[src/rtl/layer_sequencer_pkg.sv]
// -----------------------------------------------------------------------------
// layer_sequencer_pkg
// Definitions shared by the network datapath and its control sequencer:
//   - shift-register input mux encodings (SEL_SHIFT / SEL_HOLD / SEL_LOAD)
//   - the sequencer state enumeration
// -----------------------------------------------------------------------------
package layer_sequencer_pkg;

    // Shift-register input mux select values
    localparam logic [1:0] SEL_SHIFT = 2'b00;  // shift a new data_in word in
    localparam logic [1:0] SEL_HOLD  = 2'b01;  // keep current contents
    localparam logic [1:0] SEL_LOAD  = 2'b10;  // capture neuron outputs

    typedef enum logic [1:0] {
        ST_LOAD     = 2'd0,
        ST_COMPUTE  = 2'd1,
        ST_FEEDBACK = 2'd2,
        ST_DRAIN    = 2'd3
    } seq_state_e;

endpackage

[src/rtl/layer_sequencer_latency_counter.sv]
// -----------------------------------------------------------------------------
// latency_counter
// Counts out the neuron settling time. A load presets the counter to
// LATENCY-1; while enabled it counts down, and done_o pulses during the
// enabled cycle in which the count sits at zero (i.e. the LATENCY-th cycle).
// Ports:
//   clk_i    rising-edge clock
//   rst_i    synchronous reset, active high
//   clear_i  synchronous clear (abort)
//   load_i   preset counter to LATENCY-1
//   en_i     count enable (neurons computing)
//   done_o   last cycle of the latency window
// -----------------------------------------------------------------------------
module latency_counter #(
    parameter int unsigned LATENCY = 2
) (
    input  logic clk_i,
    input  logic rst_i,
    input  logic clear_i,
    input  logic load_i,
    input  logic en_i,
    output logic done_o
);
    localparam logic [3:0] RELOAD = 4'(LATENCY - 1);

    logic [3:0] cnt_q;

    assign done_o = en_i && (cnt_q == 4'd0);

    // Count-down register; holds at zero so it can never wrap
    always_ff @(posedge clk_i) begin
        if (rst_i || clear_i) begin
            cnt_q <= 4'd0;
        end else if (load_i) begin
            cnt_q <= RELOAD;
        end else if (en_i && (cnt_q != 4'd0)) begin
            cnt_q <= cnt_q - 4'd1;
        end else begin
            cnt_q <= cnt_q;
        end
    end

endmodule

[src/rtl/layer_sequencer.sv]
// -----------------------------------------------------------------------------
// layer_sequencer
// Control FSM for a layered neuron network built around a 4-word shift
// register. Loads four input words, runs NUM_LAYERS compute/feedback passes,
// then drains the four result words through the output tap.
// Ports:
//   clk             rising-edge clock
//   rstn            synchronous reset, active HIGH despite the name
//   in_valid        a data_in word is presented this cycle
//   flush           synchronous abort of the running inference
//   in_ready        sequencer is in LOAD and accepts words
//   selector        shift-register input mux (00 shift, 01 hold, 10 load)
//   selector_output shift-register output tap (3,2,1,0 during DRAIN)
//   layer_idx       current layer / weight bank
//   neuron_en       neurons computing
//   out_valid       network output valid (registered, one cycle behind DRAIN)
//   busy            high whenever not in LOAD
// -----------------------------------------------------------------------------
module layer_sequencer
    import layer_sequencer_pkg::*;
#(
    parameter int unsigned NUM_LAYERS     = 3,
    parameter int unsigned NEURON_LATENCY = 2
) (
    input  logic       clk,
    input  logic       rstn,
    input  logic       in_valid,
    input  logic       flush,
    output logic       in_ready,
    output logic [1:0] selector,
    output logic [1:0] selector_output,
    output logic [1:0] layer_idx,
    output logic       neuron_en,
    output logic       out_valid,
    output logic       busy
);
    localparam logic [1:0] LAST_LAYER = 2'(NUM_LAYERS - 1);

    seq_state_e state_q;
    logic [1:0] load_cnt_q;
    logic [1:0] drain_cnt_q;
    logic [1:0] layer_idx_q;
    logic       out_valid_q;

    logic accept_s;
    logic lat_load_s;
    logic lat_en_s;
    logic lat_done_s;

    // flush wins over a word presented in the same cycle
    assign accept_s   = (state_q == ST_LOAD) && in_valid && !flush;
    // Preset the latency window on every entry into COMPUTE
    assign lat_load_s = (accept_s && (load_cnt_q == 2'd3)) ||
                        ((state_q == ST_FEEDBACK) && !flush && (layer_idx_q != LAST_LAYER));
    assign lat_en_s   = (state_q == ST_COMPUTE) && !flush;

    latency_counter #(
        .LATENCY (NEURON_LATENCY)
    ) u_latency_counter (
        .clk_i   (clk),
        .rst_i   (rstn),
        .clear_i (flush),
        .load_i  (lat_load_s),
        .en_i    (lat_en_s),
        .done_o  (lat_done_s)
    );

    // Datapath controls decoded from the current state
    always_comb begin
        in_ready        = 1'b0;
        busy            = 1'b1;
        neuron_en       = 1'b0;
        selector        = SEL_HOLD;
        selector_output = 2'b00;
        case (state_q)
            ST_LOAD: begin
                in_ready = 1'b1;
                busy     = 1'b0;
                if (in_valid && !flush) begin
                    selector = SEL_SHIFT;
                end else begin
                    selector = SEL_HOLD;
                end
            end
            ST_COMPUTE: begin
                neuron_en = 1'b1;
            end
            ST_FEEDBACK: begin
                if (flush) begin
                    selector = SEL_HOLD;
                end else begin
                    selector = SEL_LOAD;
                end
            end
            ST_DRAIN: begin
                // Highest word leaves first
                selector_output = 2'd3 - drain_cnt_q;
            end
            default: begin
                busy = 1'b1;
            end
        endcase
    end

    // Sequencer state, counters and registered out_valid
    always_ff @(posedge clk) begin
        if (rstn) begin
            state_q     <= ST_LOAD;
            load_cnt_q  <= 2'd0;
            drain_cnt_q <= 2'd0;
            layer_idx_q <= 2'd0;
            out_valid_q <= 1'b0;
        end else if (flush) begin
            state_q     <= ST_LOAD;
            load_cnt_q  <= 2'd0;
            drain_cnt_q <= 2'd0;
            layer_idx_q <= 2'd0;
            out_valid_q <= 1'b0;
        end else begin
            // Tap is registered in the shift register, so valid trails DRAIN by one
            out_valid_q <= (state_q == ST_DRAIN);
            case (state_q)
                ST_LOAD: begin
                    if (accept_s) begin
                        if (load_cnt_q == 2'd3) begin
                            load_cnt_q <= 2'd0;
                            state_q    <= ST_COMPUTE;
                        end else begin
                            load_cnt_q <= load_cnt_q + 2'd1;
                        end
                    end
                end
                ST_COMPUTE: begin
                    if (lat_done_s) begin
                        state_q <= ST_FEEDBACK;
                    end
                end
                ST_FEEDBACK: begin
                    if (layer_idx_q == LAST_LAYER) begin
                        layer_idx_q <= 2'd0;
                        drain_cnt_q <= 2'd0;
                        state_q     <= ST_DRAIN;
                    end else begin
                        layer_idx_q <= layer_idx_q + 2'd1;
                        state_q     <= ST_COMPUTE;
                    end
                end
                ST_DRAIN: begin
                    if (drain_cnt_q == 2'd3) begin
                        drain_cnt_q <= 2'd0;
                        state_q     <= ST_LOAD;
                    end else begin
                        drain_cnt_q <= drain_cnt_q + 2'd1;
                    end
                end
                default: begin
                    state_q <= ST_LOAD;
                end
            endcase
        end
    end

    assign layer_idx = layer_idx_q;
    assign out_valid = out_valid_q;

endmodule

[config.mk]
export PLATFORM = sky130hd
export DESIGN_NAME = layer_sequencer
export DESIGN_NICKNAME = d
export VERILOG_FILES = /design/src/rtl/layer_sequencer_pkg.sv /design/src/rtl/layer_sequencer_latency_counter.sv /design/src/rtl/layer_sequencer.sv
export SDC_FILE = /design/constraint.sdc
export NUM_CORES = 1
export LEC_CHECK = 0
export BUFFER_PORTS_ARGS = -buffer_cell sky130_fd_sc_hd__buf_2
export CAP_MARGIN = 40
export CELL_PAD_IN_SITES_DETAIL_PLACEMENT = 1
export CELL_PAD_IN_SITES_GLOBAL_PLACEMENT = 1
export CORE_ASPECT_RATIO = 1.4
export CORE_UTILIZATION = 39
export CTS_CLUSTER_DIAMETER = 40
export DETAILED_ROUTE_END_ITERATION = 16
export GPL_TIMING_DRIVEN = 0
export PLACE_DENSITY_LB_ADDON = 0.1
export SKIP_CTS_REPAIR_TIMING = 1
export SLEW_MARGIN = 10
export SYNTH_ARGS = -nofsm -noshare
export SYNTH_HDL_FRONTEND = slang
export SYNTH_HIERARCHICAL = 1
export SYNTH_SLANG_ARGS = --single-unit
export TNS_END_PERCENT = 20
[constraint.sdc]
create_clock -name clk -period 2.05 [get_ports clk]
set_input_delay 0.3075 -clock clk [delete_from_list [all_inputs] [get_ports clk]]
set_output_delay 0.3075 -clock clk [all_outputs]
set_load 0.05 [all_outputs]
==> run_results.csv <==
group,metric,value,unit
run_status,run_status,"finished, final reports clean",
die,die-height,53.44,µm
worst_hold_path,holdCritStartpoint,"rstn",
sta,finClkSkew,0.005947,ns
detailed_routing,initialDrtViolationCount,1,
sta,tns,0,ns
power,ir_drop,350.2,µV
detailed_routing,post_drt_wl_per_cell,12.93,µm
synth,netlist_instances,85,
synth,synth_nets,92,
clocking,clk_pin_slew,0.09,ns
sta,max_slew_margin,76.45,%
critical_path,timing.reg2reg.worst_path_depth,8,
global_route,global_route.overflow_total,0,
critical_path,arrival,2.00,ns
layout,layout-area-overhead-vs-synth,17.32,%
synth,synth_area_leader,"sky130_fd_sc_hd__dfxtp_1",
detailed_routing,route.detailed.drc,0,
layout,diodes,0,
die,die-width,38.74,µm
worst_hold_path,hold_path_depth,2,
detailed_routing,vias_per_cell,5.262,
placed_design,dpl_cell_area,834.6,µm²
die,fp.coreArea,1779,µm²
placed_design,dp_hpwl,1.258,mm
sta,hold_viol_final,0,
sta,tightestPinTransition,0.3484,ns
synth,post_synthesis_register_bit_count,13,
placed_design,dpl_worst_slack,0.1374,ns
critical_path,critPathBufInv,1,
critical_path,worst-endpoint-required,2.26,ns
synth,post_synth_main_area_contributors,"sky130_fd_sc_hd__dfxtp_1 (35%), sky130_fd_sc_hd__nor2_1 (5.6%), sky130_fd_sc_hd__ha_1 (5.1%)",
critical_path,timing.critical_path.slowest_cell_delay,0.38,ns
clocking,cts-buffers-inserted,3,
global_route,grt_first_pass_wirelength,2.559,mm
critical_path,worstSetupEndpointType,"flop",
die,design.die.area,2070,µm²
clocking,cts.root.buffer_cell,"sky130_fd_sc_hd__clkbuf_4",
placed_design,routability_congestion,0.6859,
die,initial_utilization,41.42,%
worst_hold_path,hold_end,"u_latency_counter/cnt_q[0]",
layout,postLayoutCellArea,864.6,µm²
critical_path,worst-setup-path-type,"flop to flop",
die,io_pins,14,
clocking,cts_tree,"done",
global_route,antenna_found_initial,0,
power,power_leakage,0.3672,nW
power,total_power,0.4386,mW
critical_path,path_depth,8,
synth,postSynthAreaPerCell,8.670,µm²
sta,grt_setup_unrepaired,"no",
placed_design,port_buffers,13,
sta,setup_slack,0.2568,ns
synth,yosysUniqueCellTypes,33,
worst_hold_path,hold_class,"primary input to flop",
die,row_count,18,
critical_path,critPathMaxFanout,10,
sta,slew_violations,0,
layout,layout.cells.most_common_list,"sky130_fd_sc_hd__buf_2 (14), sky130_fd_sc_hd__dfxtp_1 (13), sky130_fd_sc_hd__nor2_1 (11)",
detailed_routing,final_antenna_net_count,0,
critical_path,critical_path.reg2reg.startpoint,"state_q[0]",
sta,min_period_over_period,87.48,%
clocking,htree_levels,1,
critical_path,critical-path-slowest-cell,"sky130_fd_sc_hd__dfxtp_1",
synth,synth.yosys.seq_area_share,35.31,%
layout,n_fill_cell,231,
flow_run,maxCapViolations,0,
critical_path,critical_path.startpoint_type,"flop",
sta,layout_min_cycle_time,1.793,ns
layout,final_layout_size_suffix_gt1_share,32.35,%
detailed_routing,vias,642,
clocking,clk-insertion-delay-late,0.27,ns
critical_path,register_to_register_path_setup_slack,0.26,ns
detailed_routing,drtPass1Iterations,3,
detailed_routing,drt_wl_total,1.577,mm
global_route,grt_start_max_net_pins,11,
synth,yosysTopAreaCellShare,35.31,%
critical_path,cell_by_cell_listing_of_the_critical_path,"buf_2, nor2b_4, nor2b_2, nand2_1, nor3_1, nor2b_1, o21ai_0, a21oi_1",
layout,layout_nets,110,
global_route,grt.total_usage,17.90,%
synth,number_of_warnings_printed_during_yosys_synthesis,6,
critical_path,crit_family,"simple AND/OR/NAND/NOR gates",
clocking,maximum_number_of_buffers_from_clock_root_to_sink,2,
critical_path,regToRegEndpoint,"state_q[1]",
global_route,number_of_global_route_vias_before_repair,622,
clocking,cts_num_sinks,13,
power,p_per_area,507.3,nW/µm²
sta,fmaxAchievable,557.6,MHz
layout,most_common_library_cell_in_the_layout_ignoring_fill_and_taps,"sky130_fd_sc_hd__buf_2",
sta,final-setup-viol-count,0,
synth,syn-cell-area,737.0,µm²
-- area by class of cell --
type	instances	area (µm²)	area share [%]
clock buffers	3	22.52	2.605
inverters	5	18.77	2.171
repair buffers	13	65.06	7.525
plain buffers	3	27.53	3.184
clock inverters	1	5.005	0.5789
well taps	20	25.02	2.894
multi-input cells	64	440.4	50.94
flip-flops and latches	13	260.3	30.10
-- sequential cells by signal, indices dropped and copies added (netlist names) --
register,cells
u_latency_counter/cnt_q,4
drain_cnt_q,2
layer_idx,2
out_valid,1
state_q,2
load_cnt_q,2
-- synth_stat cells (all sizes together) --
master and count:
nand3b 1, ha 3, nand2b 2, buf 3, a311oi 1, or3 2
nand2 7, a21o 2, nor2 12, nor3b 1, nor3 3, or3b 1
nor4b 1, nand3 2, mux2i 3, a21oi 6, nor2b 6, o21ai 3
and3 1, or2 2, a221oi 1, o31a 1, inv 5, nand4b 1
mux2 1, a32o 1, dfxtp 13
-- worst max-delay path by stage --
stage                                      end  startpoint  slack [ns]
floorplan           u_latency_counter/cnt_q[3]  state_q[0]        0.13
finish                              state_q[1]  state_q[0]        0.26
global placement                    state_q[1]  state_q[0]        0.19
CTS                                 state_q[1]  state_q[0]        0.11
detailed placement                  state_q[1]  state_q[0]        0.14
global route                        state_q[1]  state_q[0]        0.02
-- report_power, final --
group | internal (mW) | switching [mW]
clock network | 0.0721 | 0.0847
logic | 0.0103 | 0.0169
registers | 0.254 | 0.000969
-- cell families after synthesis --
family,Yosys count,synth area share (%)
flops,13,35.31
simple gates,42,31.92
buf+inv,8,6.281
compound gates,15,15.28
fa+ha+maj,3,5.094
mux,4,6.112
-- metal layers --
metal / part of all wire, % / global-route usage, %
met3: 2.3 / 2.521
met4: 1.4 / 8.621
met2: 54 / 32.78
met5: 0 / 0
met1: 42 / 18.97
-- metrics by stage --
step                      utilization (%)  cells  hold slack (ns)
final                               48.59    122           0.2478
after global routing                48.59    122           0.2276
after CTS                           48.45    122           0.2310
after detailed placement            46.91    118           0.4803
after global placement              46.91    118           0.4753
after floorplan                         -     85           0.3754
Note: power is estimated with default switching activity, not from simulation.
